--- src/rtl/uart_rx_assembler.sv ---
// Packs the uart_rx byte stream into a vector of N_NUMS big-endian numbers.
// A vector is published on nums with a one-cycle vector_valid strobe once it is complete.
module uart_rx_assembler #(
  parameter int N_NUMS         = 4,
  parameter int NUM_BYTES      = 2,
  parameter int TIMEOUT_CYCLES = 65535
) (
  input  logic                            clk,
  input  logic                            reset,
  input  logic                            byte_valid,
  input  logic [7:0]                      byte_data,
  input  logic                            new_vector_incoming,
  output logic [N_NUMS*NUM_BYTES*8-1:0]   nums,
  output logic                            vector_valid,
  output logic                            busy,
  output logic                            timeout_err,
  output logic                            dbg_state
);

  localparam int NUM_W = 8 * NUM_BYTES;
  localparam int TOTAL = N_NUMS * NUM_BYTES;
  localparam int CW    = $clog2(TOTAL + 1);
  localparam int IW    = (TOTAL > 1) ? $clog2(TOTAL) : 1;
  localparam int TW    = (TIMEOUT_CYCLES > 0) ? $clog2(TIMEOUT_CYCLES + 1) : 1;
  localparam logic [CW-1:0] LAST_IDX = CW'(TOTAL - 1);
  localparam logic [TW-1:0] TMO      = TW'(TIMEOUT_CYCLES);

  // Handshake: byte_valid is a one-cycle strobe with no back-pressure; every
  // strobed byte is consumed in the cycle it is presented.
  typedef enum logic {
    IDLE    = 1'b0,
    COLLECT = 1'b1
  } state_t;

  state_t                     state, state_nxt;
  logic [CW-1:0]              count, count_nxt;
  logic [TW-1:0]              timer, timer_nxt;
  logic [7:0]                 staging     [TOTAL];
  logic [7:0]                 staging_nxt [TOTAL];
  logic [N_NUMS*NUM_W-1:0]    nums_nxt;
  logic [N_NUMS*NUM_W-1:0]    staged_vec;
  logic                       vv_nxt;
  logic                       te_nxt;
  logic                       take_first;
  logic [CW-1:0]              idx;

  always_comb begin
    state_nxt   = state;
    count_nxt   = count;
    timer_nxt   = timer;
    staging_nxt = staging;
    nums_nxt    = nums;
    vv_nxt      = 1'b0;
    te_nxt      = 1'b0;
    staged_vec  = '0;
    // A resync byte is index 0 of a fresh vector, exactly like a byte in IDLE.
    take_first  = new_vector_incoming || (state == IDLE);
    idx         = take_first ? '0 : count;

    if (byte_valid) begin
      staging_nxt[idx[IW-1:0]] = byte_data;
      timer_nxt                = '0;
      if (idx == LAST_IDX) begin
        count_nxt = '0;
        state_nxt = IDLE;
        vv_nxt    = 1'b1;
      end else begin
        count_nxt = idx + CW'(1);
        state_nxt = COLLECT;
      end
    end else if (new_vector_incoming) begin
      count_nxt = '0;
      timer_nxt = '0;
      state_nxt = IDLE;
    end else if (state == COLLECT) begin
      if (timer != '1) begin
        timer_nxt = timer + TW'(1);
      end
      if ((TIMEOUT_CYCLES != 0) && (timer_nxt == TMO)) begin
        count_nxt = '0;
        timer_nxt = '0;
        state_nxt = IDLE;
        te_nxt    = 1'b1;
      end
    end

    // Arrival order is number 0 first, MSB first within each number.
    for (int k = 0; k < N_NUMS; k++) begin
      for (int j = 0; j < NUM_BYTES; j++) begin
        staged_vec[k*NUM_W + (NUM_BYTES-1-j)*8 +: 8] = staging_nxt[k*NUM_BYTES + j];
      end
    end
    if (vv_nxt) begin
      nums_nxt = staged_vec;
    end
  end

  always_ff @(posedge clk or posedge reset) begin
    if (reset) begin
      state        <= IDLE;
      count        <= '0;
      timer        <= '0;
      nums         <= '0;
      vector_valid <= 1'b0;
      timeout_err  <= 1'b0;
      for (int i = 0; i < TOTAL; i++) begin
        staging[i] <= '0;
      end
    end else begin
      state        <= state_nxt;
      count        <= count_nxt;
      timer        <= timer_nxt;
      nums         <= nums_nxt;
      vector_valid <= vv_nxt;
      timeout_err  <= te_nxt;
      staging      <= staging_nxt;
    end
  end

  assign busy      = (state == COLLECT);
  assign dbg_state = state;

endmodule
--- config.mk ---
export PLATFORM = sky130hd
export DESIGN_NAME = uart_rx_assembler
export DESIGN_NICKNAME = d
export VERILOG_FILES = /design/src/rtl/uart_rx_assembler.sv
export SDC_FILE = /design/constraint.sdc
export NUM_CORES = 1
export LEC_CHECK = 0
export ABC_CLOCK_PERIOD_IN_PS = 5050
export CAP_MARGIN = 20
export CORE_MARGIN = 2
export CORE_UTILIZATION = 30
export CTS_CLUSTER_DIAMETER = 30
export DETAILED_ROUTE_END_ITERATION = 6
export HOLD_SLACK_MARGIN = 0.12
export PLACE_DENSITY_LB_ADDON = 0.2
export SLEW_MARGIN = 20
export SYNTH_ARGS = -nofsm -noshare
export SYNTH_HDL_FRONTEND = slang
export SYNTH_SLANG_ARGS = --single-unit
export TNS_END_PERCENT = 20
--- constraint.sdc ---
create_clock -name clk -period 5.05 [get_ports clk]
set_clock_uncertainty 0.1 [all_clocks]
set_input_delay 0.505 -clock clk [delete_from_list [all_inputs] [get_ports clk]]
set_output_delay 0.505 -clock clk [all_outputs]
set_load 0.05 [all_outputs]
==> flow_summary.json, run 1 <==
{
  "ios": 80,
  "antenna_found_initial": 0,
  "synth.area.top_cells": "dfrtp_1 59%, mux2_2 23%, nand2_1 1.4%, a31oi_1 1.2%, and4_1 1.1%",
  "max_stage_delay_ns": 0.89,
  "synth_area_sq_mm": 0.00640,
  "initial_core_util_pct": 30.6,
  "gp_congestion": 0.854,
  "grt_pass1_vias": 4355,
  "layout_min_cycle_time_ns": 3.75,
  "crit_slowest_cell": "or4_1",
  "postSynthAreaPerCell_sq_um": 13.6,
  "crit_arrival_ns": 3.94,
  "synth.top_cell.area_share_pct": 59.0,
  "syn_nets": 485,
  "status": "finished clean",
  "pwr-share-comb_pct": 5.6,
  "cp-end-kind": "flip-flop",
  "synthArstFlopShare_pct": 100,
  "diodes": 0,
  "drtIter0Drc": 207,
  "cts-hold-fix-buffers": 0,
  "cts_root_buf": "clkbuf_16",
  "grt-ovfl-total": 0,
  "clock_path_buffers": 2,
  "drive_above_1_share_pct": 31.9,
  "clkTransAtPathRegs_ns": 0.07,
  "fin_nets": 562,
  "routedWlPerCell_um": 18.2,
  "via_per_inst": 5.00,
  "final_util_pct": 38.4,
  "drc": 0,
  "switchingPower_uw": 665,
  "num_rows": 53,
  "synth-seq-cells": 151,
  "ys_warn_count": 0,
  "critPathTopFamily": "simple AND/OR/NAND/NOR gates",
  "rr_endpoint": "count[3]",
  "crit_fanout": 18,
  "core_sq_mm": 0.0210,
  "hold_violations": 0,
  "rsz0062_at_grt": "false",
  "p_int_mw": 2.08,
  "synthFlopType": "dfrtp_1",
  "track_usage_pct": 14.3,
  "maxSlewViolCount": 0,
  "hold_class": "flip-flop to flip-flop",
  "postRouteAntennaNets": 0,
  "min_from": "staging[24]",
  "clk_latency_ns": 0.41,
  "crit_required_ns": 5.24,
  "seqPwrFrac_pct": 46.8,
  "hpwl_mm": 10.1,
  "finalWirelength_mm": 15.2,
  "setup_tns_ns": 0,
  "synth_edf_count": 0,
  "p_per_area_mw_per_mm2": 341,
  "fmax_mhz": 267,
  "grt_pass1_wl_mm": 24.6,
  "hold_depth": 1,
  "hold_end": "staging[24]",
  "first_pass_iters": 5,
  "h-tree-depth": 4,
  "cts_tree": "yes",
  "crit_chain": "ha_1 -> nand4_2 -> nor3_1 -> mux2i_1 -> o211ai_1 -> or4_1 -> o21ai_2 -> o21ai_0",
  "cts_resized": 0,
  "setup_viol": 0,
  "yosysTopAreaCell": "dfrtp_1",
  "die_x_um": 150,
  "synth_cell_types": 52,
  "period_share_pct": 74.2,
  "cts_buffers": 17,
  "leakage_nw": 3.66,
  "grt_max_degree": 73,
  "r2r_start": "timer[0]",
  "slew_headroom_pct": 31.5,
  "ir_worst_vdd_v": 0.000192,
  "numPortBuffers": 79,
  "maxCapViolCount": 0,
  "rrSetupSlack_ns": 1.30,
  "tightest_slew_ns": 1.02,
  "syn_inst": 471,
  "cts_setup_buffers": 0,
  "start_kind": "flip-flop",
  "critical_path_class": "flip-flop to flip-flop",
  "die_h_um": 150,
  "switching_share_pct": 24.2,
  "cts_sinks": 151,
  "pwr-share-clk_pct": 47.6,
  "path_buf_inv": 0,
  "die_area_sq_mm": 0.0225,
  "reg2regPathDepth": 8,
  "seq_area_frac_synth_pct": 59.0,
  "area_growth_pct": 25.8,
  "vias": 4181
}
cell usage in the layout, fill, tap and decap left out, types with 3 or more instances in the layout:
master and instances:
o22ai_1 4, nor2_1 15, mux2_2 128, inv_1 7, a21oi_1 7, nor3_2 4, inv_8 4, nand4_1 5
o21ai_0 6, clkbuf_16 17, nand2_1 24, o211a_1 3, inv_6 5, buf_4 5, and2_1 3, mux2i_1 4
dfrtp_1 151, nor3_1 4, and4_1 8, and3_1 5, clkdlybuf4s50_1 79, nand3_1 13, a31oi_1 12, a211oi_1 3
cells by family (layout without fill, tap and decap cells):
family / Yosys count / after routing / share of synthesized area, %
DFF: 151 / 151 / 59.0
AOI/OAI and AO/OA: 55 / 55 / 5.98
muxes: 132 / 132 / 23.1
adders and majority gates: 2 / 2 / 0.391
and+or+nand+nor: 97 / 97 / 8.77
buffers and inverters: 34 / 124 / 2.70
routing by layer:
metal  wire (um)  share of wire (%)  GRT usage, %
met1        6810                 45          19.1
met2        7190                 47          22.1
met3        1020                6.7          5.06
met4         146               0.96          4.15
met5           0                  0             0
cells in the mapped netlist (7+ instances only):
library cell and n:
nor2_1 15, a21oi_1 7, dfrtp_1 151, clkbuf_1 12, and4_1 8, nand2_1 24, a31oi_1 12, mux2_2 128
inv_1 8, nand3_1 13
power by group through the flow:
| stage | clock network (mW) | registers, mW | logic (mW) |
|---|---|---|---|
| 6_report | 1.31 | 1.29 | 0.154 |
| 5_1_grt | 1.40 | 1.29 | 0.172 |
| 2_1_floorplan | 0 | 1.30 | 0.107 |
| 3_5_place_dp | 0 | 1.31 | 0.159 |
| 3_3_place_gp | 0 | 1.31 | 0.154 |
| 4_1_cts | 1.34 | 1.29 | 0.159 |
worst max path at each step:
stage | depth (start not counted) | slack [ns] | end | startpoint
floorplan | 1 | 0.38 | busy | reset
global placement | 8 | 1.51 | timer[7] | timer[0]
detailed placement | 8 | 1.34 | count[3] | timer[0]
CTS | 8 | 1.32 | count[3] | timer[0]
global route | 8 | 0.96 | count[3] | timer[0]
finish | 8 | 1.30 | count[3] | timer[0]
worst reg2reg max path: stages, from the launching register on:
cell	delay [ns]
dfrtp_1	0.53
ha_1	0.37
nand4_2	0.24
nor3_1	0.52
mux2i_1	0.33
o211ai_1	0.13
or4_1	0.89
o21ai_2	0.38
o21ai_0	0.13
per-stage QoR:
step           worst slack, ns  std cells  cell area [sq um]  total power, mW  hold slack, ns
6_report                  1.30        836               8060             2.75           0.393
5_1_grt                  0.956        836               8060             2.86           0.405
4_1_cts                   1.32        836               8060             2.79           0.395
3_5_place_dp              1.34        804               7450             1.47           0.380
3_3_place_gp              1.51        804               7450             1.46           0.376
2_1_floorplan            0.380        471               6400             1.41           0.367
registers in the layout, summed over array words and instances, names as in the netlist:
signal        flops
busy              1
count             4
nums             64
staging          64
timeout_err       1
timer            16
vector_valid      1
layout make-up:
class                           instances  area (sq um)
Multi-Input combinational cell        286          2460
Inverter                                8          35.0
Fill cell                            2048         12900
Tap cell                              275           344
Timing Repair Buffer                   84           828
Clock buffer                           17           425
Sequential cell                       151          3780
Clock inverter                         15           184
Note: power is estimated with default switching activity, not from simulation.
==> inputs of run 2 (changes only) <==
Settings changed: ABC_CLOCK_PERIOD_IN_PS 5050 to 3300.
Clock period 5.05 ns to 3.3 ns, I/O delays scaled along.
==> run 2 against run 1 <==
  * First-iteration DRC count down 2.9%
  * Design area up 2.0%
  * Clock-buffer cell count up 2
  * Global-route usage down 0.16 points
  * Sequential cell count unchanged
  * Core utilization up 0.76 points
  * Fmax up 28%
  * Sequential share of layout area down 0.91 points
  * Clock power up 52%
  * Critical path depth up 1
  * Hold slack worse by 0.12 ns
  * Register-to-register slack worse by 0.94 ns
  * Largest power group unchanged
==> flow_summary.json, run 2 (synthesis results as in run 1) <==
{
  "drive_above_1_share_pct": 33.5,
  "rsz0062_at_grt": "false",
  "clock_path_buffers": 2,
  "grt_pass1_vias": 4399,
  "die_x_um": 150,
  "rr_endpoint": "timer[0]",
  "cts-hold-fix-buffers": 0,
  "cts_buffers": 17,
  "grt_max_degree": 66,
  "leakage_nw": 3.73,
  "hold_violations": 0,
  "start_kind": "flip-flop",
  "num_rows": 53,
  "fmax_mhz": 340,
  "vias": 4132,
  "reg2regPathDepth": 9,
  "via_per_inst": 4.86,
  "area_growth_pct": 28.3,
  "crit_path_end": "timer[0]",
  "h-tree-depth": 4,
  "routedWlPerCell_um": 17.8,
  "crit_fanout": 10,
  "first_pass_iters": 4,
  "antenna_found_initial": 0,
  "drc": 0,
  "hpwl_mm": 10.2,
  "reg_top3": "nums: 64 flops, staging: 64 flops, timer: 16 flops",
  "rrSetupSlack_ns": 0.36,
  "status": "finished clean",
  "tightest_slew_ns": 0.698,
  "hold_class": "input port to async pin",
  "clk_latency_ns": 0.42,
  "p_per_area_mw_per_mm2": 512,
  "core_sq_mm": 0.0210,
  "period_share_pct": 89.1,
  "setup_slack_ns": 0.360,
  "diodes": 0,
  "track_usage_pct": 14.2,
  "initial_core_util_pct": 30.6,
  "layout_common_cells": "151 x dfrtp_1, 128 x mux2_2, 79 x clkdlybuf4s50_1, 24 x nand2_1, 17 x clkbuf_16",
  "place_ws_ns": 0.185,
  "drtIter0Drc": 201,
  "cts_sinks": 151,
  "ios": 80,
  "die_h_um": 150,
  "die_area_sq_mm": 0.0225,
  "crit_arrival_ns": 3.13,
  "gp_congestion": 0.819,
  "final_util_pct": 39.2,
  "postRouteAntennaNets": 0,
  "numPortBuffers": 79,
  "cts_root_buf": "clkbuf_16",
  "startpoint": "timer[0]",
  "clkTransAtPathRegs_ns": 0.06,
  "fin_nets": 577,
  "finalWirelength_mm": 15.2,
  "final_common_cell": "dfrtp_1",
  "maxSlewViolCount": 0,
  "maxCapViolCount": 0,
  "setup_viol": 0,
  "r2r_start": "timer[0]",
  "grt-ovfl-total": 0,
  "setup_tns_ns": 0,
  "critical_path_class": "flip-flop to flip-flop",
  "layout_min_cycle_time_ns": 2.94,
  "cp-end-kind": "flip-flop",
  "crit_required_ns": 3.49,
  "ir_worst_vdd_v": 0.000351,
  "grt_pass1_wl_mm": 24.1,
  "cts_tree": "yes",
  "slew_headroom_pct": 53.2
}
==> run 2: how the worst min path moves through the flow <==
stage / from / to
2_1_floorplan: staging[24] / staging[24]
4_1_cts: reset / timer[3]
3_5_place_dp: staging[56] / staging[56]
3_3_place_gp: staging[40] / staging[40]
6_report: reset / timer[6]
5_1_grt: reset / timer[5]
==> run 2: final cells by class <==
type	instances	area [sq um]
clock buffers	19	433
clock inverters	13	170
fillers	2011	12700
inverters	8	33.8
multi-input cells	286	2460
flip-flops and latches	151	3780
well taps	275	344
repair buffers	99	991
==> run 2: metrics by stage <==
step | power (mW) | instances | cell area (sq um) | hold WS [ns]
after CTS | 4.27 | 851 | 8210 | 0.287
after detailed placement | 2.26 | 819 | 7600 | 0.381
after global routing | 4.38 | 851 | 8220 | 0.320
after global placement | 2.25 | 819 | 7600 | 0.375
final | 4.21 | 851 | 8220 | 0.277
after floorplan | 2.16 | 471 | 6410 | 0.367
==> run 2: critical path, stage by stage, from the launching register on <==
cell and delay (ns):
dfrtp_1 0.35, ha_1 0.30, nand4_2 0.23, nor3_2 0.30, mux2i_1 0.30, o211ai_1 0.13, or4_4 0.62, buf_4 0.21
a31oi_1 0.19, mux2i_1 0.09
==> run 2: where the power goes <==
part	switching, mW	total, mW	internal [mW]
logic	0.141	0.250	0.109
clock network	0.784	1.99	1.20
registers	0.0286	1.97	1.94
==> run 2: per-layer routing <==
layer / share of wire, % / wire length, um / global-route usage (%) / vias to the layer above
met3: 5.2 / 788 / 4.51 / 28
met1: 46 / 7030 / 18.6 / 2090
met4: 2.2 / 337 / 5.57 / 0
met5: 0 / 0 / 0 / -
met2: 46 / 7020 / 21.9 / 100
li1: - / - / - / 1914
==> run 2: what timing repair did <==
item                       CTS  global route
buffers inserted             0             0
resized for setup            0             2
setup endpoints to repair    0            11
==> inputs of run 3 (changes only) <==
Settings changed: CTS_BUF_LIST from default to sky130_fd_sc_hd__clkbuf_4 sky130_fd_sc_hd__clkbuf_8, MAX_ROUTING_LAYER from default to met4, SLEW_MARGIN 20 to default.
==> run 3 against run 2 <==
  * Combinational power is essentially flat
  * Core utilization shrank 1.2 points
  * Clock power shrank 35%
  * First-iteration DRC count shrank 2.5%
==> flow_summary.json, run 3 (synthesis results as in run 1) <==
{
  "crit_arrival_ns": 3.29,
  "finalWirelength_mm": 15.1,
  "period_share_pct": 92.3,
  "final_common_cell": "dfrtp_1",
  "postRouteAntennaNets": 0,
  "drc": 0,
  "slew_headroom_pct": 57.5,
  "core_sq_mm": 0.0210,
  "drive_above_1_share_pct": 33.8,
  "layout_min_cycle_time_ns": 3.05,
  "diodes": 0,
  "crit_slowest_cell": "or4_1",
  "leakage_nw": 3.62,
  "cp-end-kind": "flip-flop",
  "routedWlPerCell_um": 17.7,
  "first_pass_iters": 4,
  "gp_congestion": 0.866,
  "rsz0062_at_grt": "false",
  "area_growth_pct": 24.4,
  "fin_nets": 578,
  "h-tree-depth": 4,
  "antenna_found_initial": 0,
  "num_rows": 53,
  "hold_violations": 0,
  "critPathTopFamily": "simple AND/OR/NAND/NOR gates",
  "status": "finished clean",
  "cts_tree": "yes",
  "path_buf_inv": 1,
  "initial_core_util_pct": 30.6,
  "maxCapViolCount": 0,
  "p_per_area_mw_per_mm2": 442,
  "track_usage_pct": 14.8,
  "setup_slack_ns": 0.253,
  "ios": 80,
  "numPortBuffers": 79,
  "crit_required_ns": 3.54,
  "whs_ns": 0.398,
  "clock_path_buffers": 2,
  "grt_pass1_wl_mm": 24.4,
  "grt_max_degree": 76,
  "max_stage_delay_ns": 0.72,
  "reg_top3": "nums: 64 flops, staging: 64 flops, timer: 16 flops",
  "cts_root_buf": "clkbuf_8",
  "via_per_inst": 4.90,
  "grt_pass1_vias": 4357,
  "start_kind": "flip-flop",
  "hold_class": "flip-flop to flip-flop",
  "post-layout-total-power_mw": 3.52,
  "cts_sinks": 151,
  "die_area_sq_mm": 0.0225,
  "die_h_um": 150,
  "crit_chain": "ha_1 -> nand4_2 -> nor3_2 -> mux2i_1 -> o211ai_1 -> or4_1 -> buf_4 -> a31oi_1 -> o22ai_1",
  "clk_latency_ns": 0.46,
  "die_x_um": 150,
  "clkTransAtPathRegs_ns": 0.09,
  "tightest_slew_ns": 0.634,
  "drtIter0Drc": 196,
  "hpwl_mm": 9.98,
  "setup_viol": 0,
  "ir_worst_vdd_v": 0.000214,
  "fmax_mhz": 328,
  "vias": 4177,
  "setup_tns_ns": 0,
  "layout_common_cells": "151 x dfrtp_1, 128 x mux2_2, 79 x clkdlybuf4s50_1, 23 x nand2_1",
  "cts_buffers": 17,
  "critical_path_class": "flip-flop to flip-flop",
  "place_ws_ns": 0.207,
  "cts_setup_buffers": 0,
  "crit_fanout": 7,
  "maxSlewViolCount": 0,
  "grt-ovfl-total": 0
}
-- run 3: cell types whose count changed in the layout (fill, tap and decap cells not counted), sizes merged --
cell         delta
clkbuf          -1
bufinv          -3
clkinv          +2
dlygate4sd3     +1
inv             +2
-- run 3: stage by stage --
step	instance area [sq um]	util, %	instances
2_1_floorplan	6410	-	471
3_3_place_gp	7590	36.2	819
3_5_place_dp	7590	36.2	819
4_1_cts	7960	38.0	852
5_1_grt	7970	38.0	852
6_report	7970	38.0	852
-- run 3: what timing repair did --
item | CTS | global route
setup endpoints to repair | 0 | 7
resized for setup | 0 | 2
endpoints found under the hold margin | 9 | 0
hold buffers | 1 | 0
-- run 3: power by group --
group,internal (mW),switching (mW)
Combinational,0.107,0.140
Clock,0.549,0.756
Sequential,1.94,0.0275
Total,2.60,0.923
-- run 3: final timing paths --
kind / from / to / slack (ns) / cells after the start
worst max-delay path: timer[0] / timer[3] / 0.25 / 9
worst min-delay path: staging[10] / staging[10] / 0.40 / 1
worst min register to register: staging[10] / staging[10] / 0.40 / 1
max in group asynchronous: reset / nums[55] / 1.71 / 4
min in group asynchronous: reset / timer[6] / 0.67 / 3
worst max register to register: timer[0] / timer[3] / 0.25 / 9
-- run 3: final cells by class --
class | instances | area [sq um]
Multi-Input combinational cell | 286 | 2460
Clock inverter | 14 | 116
Clock buffer | 18 | 241
Inverter | 8 | 33.8
Tap cell | 275 | 344
Sequential cell | 151 | 3780
Timing Repair Buffer | 100 | 988
Fill cell | 2067 | 13000
-- run 3: routing by layer --
| layer | global-route usage [%] | share of wire, % |
|---|---|---|
| met3 | 4.66 | 5.3 |
| met1 | 19.9 | 48 |
| met4 | 5.05 | 1.8 |
| met2 | 21.1 | 45 |
| met5 | - | 0 |
